`src/rtl/anc_pkg.sv`:
```
// Shared definitions for the ANC signal path: Q1.15 sample format and FIR state encoding.
package anc_pkg;

    localparam int Q_FRAC   = 15;
    localparam int SAMPLE_W = 16;

    localparam logic signed [SAMPLE_W-1:0] SAT_MAX = 16'sh7FFF;
    localparam logic signed [SAMPLE_W-1:0] SAT_MIN = 16'sh8000;

    typedef enum logic [1:0] {
        IDLE  = 2'd0,
        MAC   = 2'd1,
        ROUND = 2'd2
    } fir_state_t;

endpackage

```
`src/rtl/round_sat_q15.sv`:
```
// Round-half-up and saturate a wide Q.15 accumulator down to a Q1.15 sample.
module round_sat_q15
    import anc_pkg::*;
#(
    parameter int ACC_W = 40
) (
    input  logic signed [ACC_W-1:0]    acc,
    output logic signed [SAMPLE_W-1:0] result,
    output logic                       sat
);

    localparam logic signed [ACC_W-1:0] HALF_LSB =
        {{(ACC_W-Q_FRAC){1'b0}}, 1'b1, {(Q_FRAC-1){1'b0}}};
    localparam logic signed [ACC_W-1:0] R_MAX = {{(ACC_W-SAMPLE_W){1'b0}}, SAT_MAX};
    localparam logic signed [ACC_W-1:0] R_MIN = {{(ACC_W-SAMPLE_W){1'b1}}, SAT_MIN};

    logic signed [ACC_W-1:0] biased;
    logic signed [ACC_W-1:0] shifted;

    // add half an output LSB, shift down, then clip to the 16-bit range
    always_comb begin
        biased  = acc + HALF_LSB;
        shifted = biased >>> Q_FRAC;
        result  = shifted[SAMPLE_W-1:0];
        sat     = 1'b0;
        if (shifted > R_MAX) begin
            result = SAT_MAX;
            sat    = 1'b1;
        end else if (shifted < R_MIN) begin
            result = SAT_MIN;
            sat    = 1'b1;
        end
    end

endmodule

```
`src/rtl/fir_mac_16bit.sv`:
```
// Time-multiplexed direct-form FIR: one MAC per cycle over N_TAPS taps, then round/saturate.
//
//   state | meaning
//   ------+-------------------------------------------------------------
//   IDLE  | ready for a sample; coefficient writes honoured here only
//   MAC   | one tap accumulated per cycle, N_TAPS cycles
//   ROUND | rounded/saturated result presented with out_valid for 1 cycle
module fir_mac_16bit
    import anc_pkg::*;
#(
    parameter int N_TAPS = 16,
    parameter int ADDR_W = 6,
    parameter int ACC_W  = 40
) (
    input  logic                clk,
    input  logic                rst,
    input  logic                in_valid,
    input  logic [15:0]         in1,
    output logic                in_ready,
    input  logic                coef_we,
    input  logic [ADDR_W-1:0]   coef_addr,
    input  logic [15:0]         coef_data,
    output logic                out_valid,
    output logic [15:0]         out1,
    output logic                out_sat,
    output logic                coef_err
);

    localparam int TAP_W = (N_TAPS > 1) ? $clog2(N_TAPS) : 1;
    localparam logic [TAP_W-1:0]  LAST_TAP  = TAP_W'(N_TAPS - 1);
    localparam logic [ADDR_W:0]   TAP_LIMIT = (ADDR_W+1)'(N_TAPS);

    fir_state_t state, next_state;

    logic signed [SAMPLE_W-1:0]   x [N_TAPS];
    logic signed [SAMPLE_W-1:0]   c [N_TAPS];
    logic [TAP_W-1:0]             tap;
    logic signed [ACC_W-1:0]      acc;
    logic signed [2*SAMPLE_W-1:0] prod;

    logic signed [SAMPLE_W-1:0]   rs_result;
    logic                         rs_sat;
    logic [15:0]                  hold_out;
    logic                         hold_sat;

    logic accept;
    logic addr_ok;
    logic coef_ok;
    logic coef_bad;

    assign accept   = (state == IDLE) && in_valid;
    assign addr_ok  = ({1'b0, coef_addr} < TAP_LIMIT);
    assign coef_ok  = coef_we && (state == IDLE) && addr_ok;
    assign coef_bad = coef_we && !((state == IDLE) && addr_ok);
    assign prod     = 32'(x[tap]) * 32'(c[tap]);

    round_sat_q15 #(.ACC_W(ACC_W)) u_round_sat (
        .acc    (acc),
        .result (rs_result),
        .sat    (rs_sat)
    );

    // state register
    always_ff @(posedge clk or posedge rst) begin
        if (rst) state <= IDLE;
        else     state <= next_state;
    end

    // next-state logic
    always_comb begin
        next_state = state;
        case (state)
            IDLE:    if (in_valid) next_state = MAC;
            MAC:     if (tap == LAST_TAP) next_state = ROUND;
            ROUND:   next_state = IDLE;
            default: next_state = IDLE;
        endcase
    end

    // outputs: ready in IDLE, fresh result straight from the rounder in ROUND, held otherwise
    always_comb begin
        in_ready  = (state == IDLE);
        out_valid = (state == ROUND);
        out1      = hold_out;
        out_sat   = hold_sat;
        if (state == ROUND) begin
            out1    = rs_result;
            out_sat = rs_sat;
        end
    end

    // delay line shifts once per accepted sample
    always_ff @(posedge clk or posedge rst) begin
        if (rst) begin
            for (int k = 0; k < N_TAPS; k++) x[k] <= '0;
        end else if (accept) begin
            x[0] <= in1;
            for (int k = 1; k < N_TAPS; k++) x[k] <= x[k-1];
        end
    end

    // coefficient storage; a write in the accept cycle is visible to the first MAC cycle
    always_ff @(posedge clk or posedge rst) begin
        if (rst) begin
            for (int k = 0; k < N_TAPS; k++) c[k] <= '0;
        end else if (coef_ok) begin
            c[coef_addr[TAP_W-1:0]] <= coef_data;
        end
    end

    // sticky flag for writes outside IDLE or beyond the last tap
    always_ff @(posedge clk or posedge rst) begin
        if (rst)           coef_err <= 1'b0;
        else if (coef_bad) coef_err <= 1'b1;
    end

    // accumulator and tap index
    always_ff @(posedge clk or posedge rst) begin
        if (rst) begin
            acc <= '0;
            tap <= '0;
        end else if (accept) begin
            acc <= '0;
            tap <= '0;
        end else if (state == MAC) begin
            acc <= acc + ACC_W'(prod);
            if (tap != LAST_TAP) tap <= tap + 1'b1;
        end
    end

    // capture the result so it persists after the out_valid cycle
    always_ff @(posedge clk or posedge rst) begin
        if (rst) begin
            hold_out <= '0;
            hold_sat <= 1'b0;
        end else if (state == ROUND) begin
            hold_out <= rs_result;
            hold_sat <= rs_sat;
        end
    end

endmodule

```
`config.mk`:
```
export PLATFORM = sky130hd
export DESIGN_NAME = fir_mac_16bit
export DESIGN_NICKNAME = d
export VERILOG_FILES = /design/src/rtl/anc_pkg.sv /design/src/rtl/round_sat_q15.sv /design/src/rtl/fir_mac_16bit.sv
export SDC_FILE = /design/constraint.sdc
export NUM_CORES = 2
export LEC_CHECK = 0
export ABC_CLOCK_PERIOD_IN_PS = 20400
export CAP_MARGIN = 20
export CORE_MARGIN = 3
export CORE_UTILIZATION = 55
export DETAILED_ROUTE_END_ITERATION = 10
export PLACE_DENSITY = 0.74
export SYNTH_ARGS = -nofsm -noshare
export SYNTH_HDL_FRONTEND = slang
export SYNTH_SLANG_ARGS = --single-unit
```
`constraint.sdc`:
```
create_clock -name clk -period 20.4 [get_ports clk]
set_input_delay 4.08 -clock clk [delete_from_list [all_inputs] [get_ports clk]]
set_output_delay 4.08 -clock clk [all_outputs]
set_load 0.1 [all_outputs]
```
==> metrics.cfg <==
[timing]
worstMarginPinSlew_ps=1260
fin_crit_ps=9790
clock.fmax_mhz=102
drv_slew=0
rsz0062_at_grt=no
finalHoldViolCount=0
post-route-period-util_pct=48.0
finalSetupViolations=0
setup_tns_ps=0
finClkSkew_ps=69.3
max-slew-margin-rel_pct=16.3

[detailed_routing]
drt_iter0_drc=2063
drc=0
via_per_inst=5.55
firstDrtPassIters=7
dr_total_vias=25400
wl_mm=85.5
drt-wirelength-per-cell_um=18.7
ant_nets=0

[clock_network]
cts_made_buffers=60
worstSkewPairLatency_ps=660
cts_resized=0
post_cts_buffers=0
cts_buffer_depth=3
cts_root_buffer=clkbuf_16
cts_num_sinks=576
ctsHoldBuffers=0
cts_tree=built
htreeDepth=2
clk_pin_slew_ps=60

[worst_hold_path]
whs_path_depth=2
hp-class=flop to flop
hold_end=x[135]
min_from=x[151]

[yosys]
synth_area_um2=38300
yosys-top-cells-area=dfrtp_1 (38%), fa_1 (17%), nand2_1 (9.3%), mux4_2 (8.2%), mux2_2 (8.1%)
ys_types=69
yosys.area.top_type=dfrtp_1
async_reset_ff_share_pct=100
yosysMostFrequentCell=nand2_1
synth_edf_count=0
yosys_warnings=0
syn_inst=3607
synth_common_cells=nand2_1 (952), dfrtp_1 (576), inv_1 (425), fa_1 (330), mux2_2 (277)
synth-main-ff-cell=dfrtp_1
synth.net_count=4096
synth_top_cell_area_share_pct=37.6
ys_ff_latch=576
synth.avg_cell_area_um2=10.6
ys_seq_area_share_pct=37.6

[critical_path]
startpoint_type=flop
cp.required_ps=20910
ff2ff_path_depth=25
path_max_fanout=40
r2r_start=tap[0]
crit_type=flop to flop
cp-end-kind=flop
startpoint=tap[0]
r2r_slack_ps=10610
rr_endpoint=acc[29]
arrival_ps=10300

[run]
cap_violations=0

[grt]
gr-total-overflow=0
grt_util_all_layers_pct=24.3
grt.busiest_layer=met2
antenna_found_initial=1
grt_pass1_wl_mm=143
met2_usage_pct=38.2
grt_pass1_vias=26600
met1_usage_pct=34.9
use_met3_pct=4.86
grt_start_max_net_pins=257

[outcome]
run_status=finished, final reports clean

[cells_and_area]
syn2layout_area_growth_pct=9.00
drive_gt1_share_pct=16.5
finalNetCount=4085

[floorplanning]
core_um2=68800
rows=96
die_h_um=270
dieArea_um2=72900
io_pins=62
die_width_um=270
initial_core_util_pct=55.7

[placed_design]
dp_hpwl_mm=58.9
place_congestion=0.907
portBuffers=61

-- kinds of logic (layout without fill, tap and decap cells) --
kind of cell | count (synthesis) | in the layout | synth area share (%)
xor gates and xnor gates | 60 | 60 | 1.39
and+or+nand+nor | 1274 | 1274 | 13.3
DFF | 576 | 576 | 37.6
adders and majority gates | 447 | 447 | 21.1
buffers and inverters | 608 | 640 | 6.20
AOI/OAI and AO/OA | 202 | 202 | 3.44
other | 0 | 1 | 0
muxes | 440 | 440 | 16.9
-- registers in the layout (all words and copies together) (netlist names) --
register / flops
hold_sat: 1
tap: 4
c: 256
coef_err: 1
x: 256
acc: 40
hold_out: 16
state: 2
-- stage by stage --
step / area (um^2) / hold WS, ps / cells / setup WS, ps / utilization, %
2_1_floorplan: 38300 / 441 / 3607 / 206 / -
3_3_place_gp: 39800 / 452 / 4465 / 10800 / 57.8
3_5_place_dp: 39800 / 459 / 4465 / 10680 / 57.8
4_1_cts: 41800 / 450 / 4570 / 10610 / 60.7
5_1_grt: 41800 / 477 / 4571 / 9950 / 60.7
6_report: 41800 / 443 / 4571 / 10610 / 60.7
-- placed cells by master, fill, tap and decap left out, types with 44 or more instances in the layout --
cell,instances
fa_1,330
mux4_2,139
dfrtp_1,572
nand2_1,951
o21ai_0,57
clkdlybuf4s50_1,61
nor2_1,182
inv_1,424
nand3_1,44
clkbuf_16,60
mux2_2,277
buf_4,46
ha_1,117
-- metal layers --
layer / vias to the layer above / share of wire [%]
met5: - / 0
met4: 0 / 2.4
met3: 146 / 6.8
met2: 723 / 47
met1: 12900 / 44
li1: 11600 / -
-- cell type report --
type,instances,area (um^2)
repair buffers,109,996
fillers,5441,27100
clock inverters,21,313
inverters,426,1610
diodes,1,2.50
multi-input cells,2423,21600
well taps,931,1160
clock buffers,84,1690
flip-flops and latches,576,14400
-- worst max-delay path, stage by stage (launching register included) --
cell and delay [ps]:
dfrtp_4 710, buf_4 720, buf_4 700, mux4_2 580, mux2_2 290, o21ai_1 810
nor2_1 170, fa_1 550, inv_1 60, fa_1 500, fa_1 530, inv_1 60
fa_1 460, fa_1 540, inv_1 50, fa_1 520, inv_1 40, ha_1 370
o211ai_1 140, nor3_1 370, nand3_1 130, a31oi_1 520, o21ai_0 170, a21bo_2 240
and3_1 170, o31ai_1 170
-- worst max path at each step --
stage / cells past startpoint / slack (ps) / end
floorplan: 1 / 210 / acc[0]
global placement: 25 / 10800 / acc[21]
global route: 25 / 9950 / acc[29]
detailed placement: 25 / 10680 / acc[29]
finish: 25 / 10610 / acc[29]
CTS: 25 / 10610 / acc[29]
Power is not shown: default switching activity piles up to over one toggle a cycle in this logic, so the estimate is an artifact.
